`config.mk`:
```
export PLATFORM = sky130hd
export DESIGN_NAME = spi_reg_mode
export DESIGN_NICKNAME = d
export VERILOG_FILES = /design/src/rtl/spi_reg_mode.sv
export SDC_FILE = /design/constraint.sdc
export NUM_CORES = 1
export LEC_CHECK = 0
export CORE_ASPECT_RATIO = 1.2
export CORE_MARGIN = 1.5
export CORE_UTILIZATION = 30
export DETAILED_ROUTE_END_ITERATION = 10
export PLACE_DENSITY = 0.59
export SETUP_SLACK_MARGIN = 0.3
export SLEW_MARGIN = 20
export SYNTH_ARGS = -nofsm -noshare
export SYNTH_HDL_FRONTEND = slang
export SYNTH_SLANG_ARGS = --single-unit
```
`constraint.sdc`:
```
create_clock -name clk -period 2.47 [get_ports clk]
set_input_delay 0.494 -clock clk [delete_from_list [all_inputs] [get_ports clk]]
set_output_delay 0.494 -clock clk [all_outputs]
set_load 0.005 [all_outputs]
```
`src/rtl/spi_reg_mode.sv`:
```
// spi_reg_mode: SPI slave exposing a register file with auto-incrementing
// addresses, per-frame latched SPI mode (cpol/cpha) and fast commands.
//
// Optional feature macro: SPI_REG_STATUS_EN
//   defined   -> the command-byte phase shifts out the status port
//   undefined -> the command-byte phase shifts out 0x00; status is unused
//
// Ports
//   clk, nrst           system clock, asynchronous active-low reset
//   cpol, cpha          SPI mode, latched at start of frame
//   sclk, nss, mosi     SPI inputs (asynchronous, synchronised here)
//   miso                SPI serial data out
//   reg_addr            current register address
//   reg_data_i          read data for reg_addr
//   reg_rd_stb          pulse: reg_data_i captured
//   reg_data_o          write data
//   reg_data_o_vld      pulse: write strobe
//   status              status byte shifted out during the command byte
//   fastcmd/_vld        fast-command code and strobe
//   frame_err           pulse: frame aborted mid-word
`timescale 1ns/1ps
module spi_reg_mode #(
  parameter int unsigned ADDR_W      = 3,
  parameter int unsigned REG_W       = 8,
  parameter int unsigned SYNC_STAGES = 2
) (
  input  logic              clk,
  input  logic              nrst,
  input  logic              cpol,
  input  logic              cpha,
  input  logic              sclk,
  input  logic              nss,
  input  logic              mosi,
  output logic              miso,
  output logic [ADDR_W-1:0] reg_addr,
  input  logic [REG_W-1:0]  reg_data_i,
  output logic              reg_rd_stb,
  output logic [REG_W-1:0]  reg_data_o,
  output logic              reg_data_o_vld,
  input  logic [7:0]        status,
  output logic [5:0]        fastcmd,
  output logic              fastcmd_vld,
  output logic              frame_err
);

  localparam int unsigned CNT_W = $clog2(REG_W) + 1;
  localparam logic [CNT_W-1:0] LAST_CMD  = CNT_W'(7);
  localparam logic [CNT_W-1:0] LAST_WORD = CNT_W'(REG_W - 1);

  typedef enum logic [1:0] {ST_IDLE, ST_CMD, ST_DATA, ST_SKIP} state_t;

  // Input synchronisers plus one edge-detect flop each for sclk and nss
  logic [SYNC_STAGES-1:0] r_sclk_sync, r_nss_sync, r_mosi_sync;
  logic                   r_sclk_d, r_nss_d;

  always_ff @(posedge clk or negedge nrst) begin
    if (!nrst) begin
      r_sclk_sync <= '0;
      r_nss_sync  <= '0;
      r_mosi_sync <= '0;
      r_sclk_d    <= 1'b0;
      r_nss_d     <= 1'b0;
    end else begin
      r_sclk_sync <= {r_sclk_sync[SYNC_STAGES-2:0], sclk};
      r_nss_sync  <= {r_nss_sync[SYNC_STAGES-2:0], nss};
      r_mosi_sync <= {r_mosi_sync[SYNC_STAGES-2:0], mosi};
      r_sclk_d    <= r_sclk_sync[SYNC_STAGES-1];
      r_nss_d     <= r_nss_sync[SYNC_STAGES-1];
    end
  end

  logic w_sclk, w_nss, w_mosi;
  logic w_rise, w_fall, w_sof, w_eof;
  logic w_lead, w_trail, w_sample, w_change;

  assign w_sclk = r_sclk_sync[SYNC_STAGES-1];
  assign w_nss  = r_nss_sync[SYNC_STAGES-1];
  assign w_mosi = r_mosi_sync[SYNC_STAGES-1];
  assign w_rise = w_sclk & ~r_sclk_d;
  assign w_fall = ~w_sclk & r_sclk_d;
  assign w_sof  = ~w_nss & r_nss_d;
  assign w_eof  = w_nss & ~r_nss_d;

  logic r_cpol, r_cpha;
  assign w_lead   = r_cpol ? w_fall : w_rise;
  assign w_trail  = r_cpol ? w_rise : w_fall;
  assign w_sample = r_cpha ? w_trail : w_lead;
  assign w_change = r_cpha ? w_lead : w_trail;

  // Shift-register contents loaded at start of frame
  logic [REG_W-1:0] w_tx_init;
`ifdef SPI_REG_STATUS_EN
  assign w_tx_init = REG_W'(status) << (REG_W - 8);
`else
  logic w_unused_status;
  assign w_unused_status = ^status;
  assign w_tx_init       = '0;
`endif

  state_t            r_state;
  logic              r_write;
  logic [CNT_W-1:0]  r_bit_cnt;
  logic [REG_W-1:0]  r_rx, r_tx;
  logic              r_fresh;     // next change edge presents r_tx MSB without shifting
  logic              r_rd_pend;   // capture reg_data_i next cycle (reg_addr now valid)
  logic              r_inc_pend;  // increment reg_addr next cycle after a write
  logic              r_miso;
  logic [ADDR_W-1:0] r_addr;
  logic [REG_W-1:0]  r_data_o;
  logic              r_data_o_vld, r_rd_stb, r_fastcmd_vld, r_frame_err;
  logic [5:0]        r_fastcmd;
  logic [REG_W-1:0]  w_rx_next;

  assign w_rx_next = {r_rx[REG_W-2:0], w_mosi};

  // Frame FSM and datapath
  always_ff @(posedge clk or negedge nrst) begin
    if (!nrst) begin
      r_state       <= ST_IDLE;
      r_cpol        <= 1'b0;
      r_cpha        <= 1'b0;
      r_write       <= 1'b0;
      r_bit_cnt     <= '0;
      r_rx          <= '0;
      r_tx          <= '0;
      r_fresh       <= 1'b0;
      r_rd_pend     <= 1'b0;
      r_inc_pend    <= 1'b0;
      r_miso        <= 1'b0;
      r_addr        <= '0;
      r_data_o      <= '0;
      r_data_o_vld  <= 1'b0;
      r_rd_stb      <= 1'b0;
      r_fastcmd     <= '0;
      r_fastcmd_vld <= 1'b0;
      r_frame_err   <= 1'b0;
    end else begin
      r_data_o_vld  <= 1'b0;
      r_rd_stb      <= 1'b0;
      r_fastcmd_vld <= 1'b0;
      r_frame_err   <= 1'b0;
      r_rd_pend     <= 1'b0;
      r_inc_pend    <= 1'b0;

      if (r_inc_pend) r_addr <= r_addr + ADDR_W'(1);

      if (r_rd_pend) begin
        r_tx     <= reg_data_i;
        r_fresh  <= 1'b1;
        r_rd_stb <= 1'b1;
        r_addr   <= r_addr + ADDR_W'(1);
      end

      if (w_sof) begin
        r_state   <= ST_CMD;
        r_cpol    <= cpol;
        r_cpha    <= cpha;
        r_bit_cnt <= '0;
        r_tx      <= w_tx_init;
        r_fresh   <= cpha;
        r_miso    <= cpha ? 1'b0 : w_tx_init[REG_W-1];
        r_rd_pend <= 1'b0;
      end else if (w_eof) begin
        if ((r_state == ST_CMD || r_state == ST_DATA) && r_bit_cnt != '0)
          r_frame_err <= 1'b1;
        r_state <= ST_IDLE;
        r_miso  <= 1'b0;
      end else begin
        case (r_state)
          ST_CMD, ST_DATA: begin
            if (w_sample) begin
              r_rx <= w_rx_next;
              if (r_state == ST_CMD && r_bit_cnt == LAST_CMD) begin
                r_bit_cnt <= '0;
                case (w_rx_next[7:6])
                  2'b00: begin
                    r_addr    <= w_rx_next[ADDR_W-1:0];
                    r_write   <= 1'b0;
                    r_rd_pend <= 1'b1;
                    r_state   <= ST_DATA;
                  end
                  2'b10: begin
                    r_addr  <= w_rx_next[ADDR_W-1:0];
                    r_write <= 1'b1;
                    r_state <= ST_DATA;
                  end
                  2'b11: begin
                    r_fastcmd     <= w_rx_next[5:0];
                    r_fastcmd_vld <= 1'b1;
                    r_state       <= ST_SKIP;
                    r_miso        <= 1'b0;
                  end
                  default: begin
                    r_state <= ST_SKIP;
                    r_miso  <= 1'b0;
                  end
                endcase
              end else if (r_state == ST_DATA && r_bit_cnt == LAST_WORD) begin
                r_bit_cnt <= '0;
                if (r_write) begin
                  r_data_o     <= w_rx_next;
                  r_data_o_vld <= 1'b1;
                  r_inc_pend   <= 1'b1;
                end else begin
                  r_rd_pend <= 1'b1;
                end
              end else begin
                r_bit_cnt <= r_bit_cnt + CNT_W'(1);
              end
            end else if (w_change) begin
              if (r_fresh) begin
                r_miso  <= r_tx[REG_W-1];
                r_fresh <= 1'b0;
              end else begin
                r_tx   <= {r_tx[REG_W-2:0], 1'b0};
                r_miso <= r_tx[REG_W-2];
              end
            end
          end
          ST_SKIP: r_miso <= 1'b0;
          ST_IDLE: r_miso <= 1'b0;
          default: r_state <= ST_IDLE;
        endcase
      end
    end
  end

  assign miso           = r_miso;
  assign reg_addr       = r_addr;
  assign reg_rd_stb     = r_rd_stb;
  assign reg_data_o     = r_data_o;
  assign reg_data_o_vld = r_data_o_vld;
  assign fastcmd        = r_fastcmd;
  assign fastcmd_vld    = r_fastcmd_vld;
  assign frame_err      = r_frame_err;

endmodule

```
# [Word level (Yosys, flattened, before mapping)]
# Index checks and enable logic that the tools add are counted.
# W data, S select, Z words.
[op_classes] addsub=2 eq_ne=10 mux=72 n_bitwise=11 n_reduce_logical=23
[ops] cell="$mux W8" count=7
[ops] cell="$mux W1" count=44
[ops] cell="$mux W3" count=8
[ops] cell="$mux W4" count=6
[ops] cell="$ne A5 B5 Y1 const B" count=3
[ops] cell="$reduce_and A6 Y1" count=2
[ops] cell="$mux W2" count=5
[ops] cell="$reduce_and A3 Y1" count=3
[ops] cell="$reduce_bool A3 Y1" count=3
[ops] cell="$eq A2 B2 Y1 const B" count=4
[ops] cell="$not A1 Y1" count=7
[ops] cell="$reduce_and A7 Y1" count=1
[ops] cell="$reduce_bool A2 Y1" count=3
[ops] cell="$reduce_or A2 Y1" count=3
[ops] cell="$add A4 B1 Y4 const B" count=1
[ops] cell="$and A1 B1 Y1" count=4
[ops] cell="$eq A4 B3 Y1 const B" count=1
[ops] cell="$logic_not A2 Y1" count=2
[ops] cell="$pmux W1 S2" count=2
[ops] cell="$reduce_and A4 Y1" count=1
[ops] cell="$reduce_bool A4 Y1" count=1
[ops] cell="$add A3 B1 Y3 const B" count=1
[ops] cell="$logic_and A1 B1 Y1" count=3
[ops] cell="$eq A2 B1 Y1 const B" count=1
[ops] cell="2 further kinds" count=2
[totals] reg_bits=56 input_bits=23

# [Logic depth before layout (Yosys ltp)]
[depth] depth_word=9 ltp_mapped=8

# [Least setup slack after synthesis]
# Ideal clock, no wire load.
[synth_timing] path_kind="register to register" startpoint="register r_cpol" endpoint="register r_data_o[0], in the netlist reg_data_o[0]" setup_time_ps=125 arrival_time_ps=1842 setup_slack_ps=503 path_stages_with_launch=5 synth_period_minus_slack_ps=1967 cell_sequence="dfrtp_1 xor2_1 mux2_4 nor4_4 mux2_2"
[synth_between] elab_chain_cells=3 elab_cells_between_ends=4 cone_classes="mux (3); reduce/logical (1)"
[synth_lines] item="start, declared" line="84" text="logic r_cpol, r_cpha;"
[synth_lines] item="start signal, assigned" line="156" text="r_cpol <= cpol;"
[synth_lines] item="$mux W1, on equally long branches" line="85, 86"
[synth_lines] item="$mux W1 *" line="87" text="assign w_sample = r_cpha ? w_trail : w_lead;"
[synth_lines] item="$reduce_and A7 Y1 (no line) *"
[synth_lines] item="end signal, assigned" line="201" text="r_data_o <= w_rx_next;"
[synth_lines] item="end, declared" line="109" text="logic [REG_W-1:0] r_data_o;"
# Mark *: on every way between the ends. The rest lies on a longest branch, timed or not.
# A chain may end at the register's enable or synchronous reset.

# [Worst setup path in the final report]
[layout_timing] startpoint="register r_nss_sync[1]" endpoint="register r_addr[0], in the netlist reg_addr[0]"
[layout_between] elab_chain_cells=3 elab_cells_between_ends=5 cone_classes="mux (2); bitwise (3)"
[layout_lines] item="start, declared" line="53" text="logic [SYNC_STAGES-1:0] r_sclk_sync, r_nss_sync, r_mosi_sync;"
[layout_lines] item="start signal, assigned" line="65" text="r_nss_sync <= {r_nss_sync[SYNC_STAGES-2:0], nss};"
[layout_lines] item="$and A1 B1 Y1 or $not A1 Y1 (tied branches)" line="82, 81"
[layout_lines] item="$mux W3 or $and A1 B1 Y1 (tied branches)" line="163, 81"
[layout_lines] item="$mux W3 *" line="154" text="if (w_sof) begin"
[layout_lines] item="end signal, assigned" line="151" text="r_addr <= r_addr + ADDR_W'(1);"
[layout_lines] item="end signal, assigned" line="177" text="r_addr <= w_rx_next[ADDR_W-1:0];"
[layout_lines] item="end signal, assigned" line="183" text="r_addr <= w_rx_next[ADDR_W-1:0];"
[layout_lines] item="end, declared" line="108" text="logic [ADDR_W-1:0] r_addr;"
# Marks and branches as above.

==> flow_summary.ini <==
[clock_tree]
clock_latency_ns = 0.32
htreeDepth = 2
cts_setup_buffers = 0
clkSlewWorstSetupHoldPaths_ns = 0.10
cts_buffers = 5
clock_sinks = 56
cts_hold_buffers = 0
cts_tree = yes
clockRootBuffer = clkbuf_8
clk_path_buf_depth = 2

[global_route]
grt_max_degree = 35
grt_pass1_vias = 1786
grtUsageTotal_pct = 12.0
grt_first_pass_wirelength_um = 8690
antenna_found_initial = 0
grt_overflow = 0

[sta]
final_hold_viol_count = 0
grt_setup_unrepaired = true
period_needed_ns = 2.04
fmax_mhz = 489
final-max-slew-violation-count = 0
finalCritPeriodShare_pct = 82.7
fin_skew_ns = 0.00909
setup_viol = 0
tightest_slew_ns = 0.579
fin_tns_setup_ns = 0
maxSlewHeadroom_pct = 61.2

[setup_path]
timing.critical_path.max_delay_family = simple AND/OR/NAND/NOR gates
start_kind = flip-flop
crit_arrival_ns = 2.25
crit_path_max_incr_delay_ns = 0.56
path_cells = ha_1, or4_1, nor3_2, mux2_2
crit_type = flip-flop to flip-flop
critPathRequiredTime_ns = 2.68
end_kind = flip-flop
path_buf_inv = 0
crit_slowest_cell = or4_1
crit_fanout = 10

[place]
portBuffers = 36
place_hpwl_um = 3650
dp_cells = 363
globalplace.congestion = 0.836

[logic_synthesis]
ys_seq_area_share_pct = 53.5
synth_edf_count = 0
synthTopCellsByArea = dfrtp_1 54%, mux2_2 12%, mux2i_1 5.0%
postSynthCellCount = 214
ys_ff_latch = 56
ys.flop_type = dfrtp_1
syn_nets = 244
synth_top_area_share_pct = 53.5
yosysWarnings = 0
synth_area_um2 = 2620
synth.distinct_cells = 44
async_flop_share_pct = 100
syn_avg_cell_area_um2 = 12.2
yosys.area.top_type = dfrtp_1

[finish]
num-fill-cells = 855
area_delta_synth_final_pct = 24.9
final_cell_mix = 56 x dfrtp_1, 35 x clkdlybuf4s50_1, 27 x mux2_2
utilization_pct = 38.4
fin_nets = 283
antennaDiodeCount = 0
final_common_cell = dfrtp_1
fin_cells = 371
drive_above_1_share_pct = 20.5

[detailed_routing]
firstDrtPassIters = 4
drc_errors = 0
ant_nets = 0
vias = 1793
wl_per_cell_um = 14.1
drtIter0Drc = 88
via_per_inst = 4.83
drt-total-wl_um = 5230

[die]
die-area_um2 = 9300
core_area_um2 = 8520
start_util_pct = 30.7
io_pins = 45
fp.dieW_um = 88.3
num_rows = 37
fp.dieH_um = 105

[run]
cap_violations = 0

[min_path]
hold_path.class = input port to asynchronous set/reset pin

[run_status]
status = finished, final reports clean

[pwr]
vdd_drop_max_v = 0.000266
powerDensity_nw_per_um2 = 577
power_leakage_uw = 0.00141
==> cells in the mapped netlist, types with 4 or more instances <==
master     n
nand2_1    7
nand2b_1   4
nor2_1     7
clkbuf_1   8
mux2_2    27
a21oi_1    4
mux2i_1   13
inv_1     10
nor3_1     5
dfrtp_1   56
o311a_1    8
ha_1       7
o21ai_0   12
==> flip-flops by register name (all words and copies together), names as in the netlist, 3 cells and up <==
register,flops
fastcmd,6
r_rx,7
reg_data_o,8
reg_addr,3
r_tx,8
r_bit_cnt,4
==> timing repair <==
item / 4_1_cts / 5_1_grt
endpoints found under the hold margin: 0 / 0
gates resized for setup: 1 / 5
gates cloned: 0 / 0
endpoints found under the setup margin: 8 / 15
==> logic make-up (layout without fill, tap and decap cells) <==
logic type	Yosys count	count (layout)	synth area share, %
DFF	56	56	53.5
and+or+nand+nor	50	50	11.9
muxes	41	41	17.2
AOI/OAI and AO/OA	35	35	9.70
buffers and inverters	21	61	3.06
adders and majority gates	7	7	3.35
xor gates and xnor gates	4	4	1.34
==> per-layer routing <==
layer | global-route usage, % | vias up | wire length [um]
met2 | 19.1 | 26 | 2610
met4 | 4.91 | 0 | 88
li1 | - | 866 | -
met5 | 0 | - | 0
met1 | 15.7 | 895 | 2390
met3 | 2.35 | 6 | 133
==> through the flow <==
stage / instance area, um^2 / hold slack [ns] / worst slack (ns) / total power, uW
floorplan: 2620 / 0.198 / 0.503 / 1260
global placement: 3140 / 0.334 / 0.264 / 1360
detailed placement: 3140 / 0.335 / 0.252 / 1370
CTS: 3240 / 0.173 / 0.323 / 1900
global route: 3270 / 0.192 / 0.298 / 2000
finish: 3270 / 0.152 / 0.427 / 1890
==> path summary, 6_finish.rpt <==
kind	start	end	slack, ns	cells after the start
hold / removal	nrst	reg_addr[0]	0.15	1
setup reg to reg	r_nss_sync[1]	reg_addr[0]	0.43	4
min in group clk	r_sclk_sync[0]	r_sclk_sync[1]	0.36	0
hold reg to reg	r_sclk_sync[0]	r_sclk_sync[1]	0.36	0
max in group asynchronous	nrst	r_state[0]	1.75	2
setup / recovery	r_nss_sync[1]	reg_addr[0]	0.43	4
==> cell type report <==
type / count / area, um^2 / share of cell area, %
inverters: 11 / 41.3 / 1.26
clock inverters: 3 / 27.5 / 0.842
flip-flops and latches: 56 / 1400 / 42.9
clock buffers: 5 / 68.8 / 2.11
multi-input cells: 137 / 1170 / 35.8
well taps: 117 / 146 / 4.48
repair buffers: 42 / 413 / 12.6
==> power by group <==
part | switching (uW) | internal [uW] | total [uW]
logic | 146 | 141 | 286
registers | 83.0 | 988 | 1070
clock network | 319 | 209 | 528
total | 548 | 1340 | 1890
No activity file was read; power rests on OpenSTA's default activity.
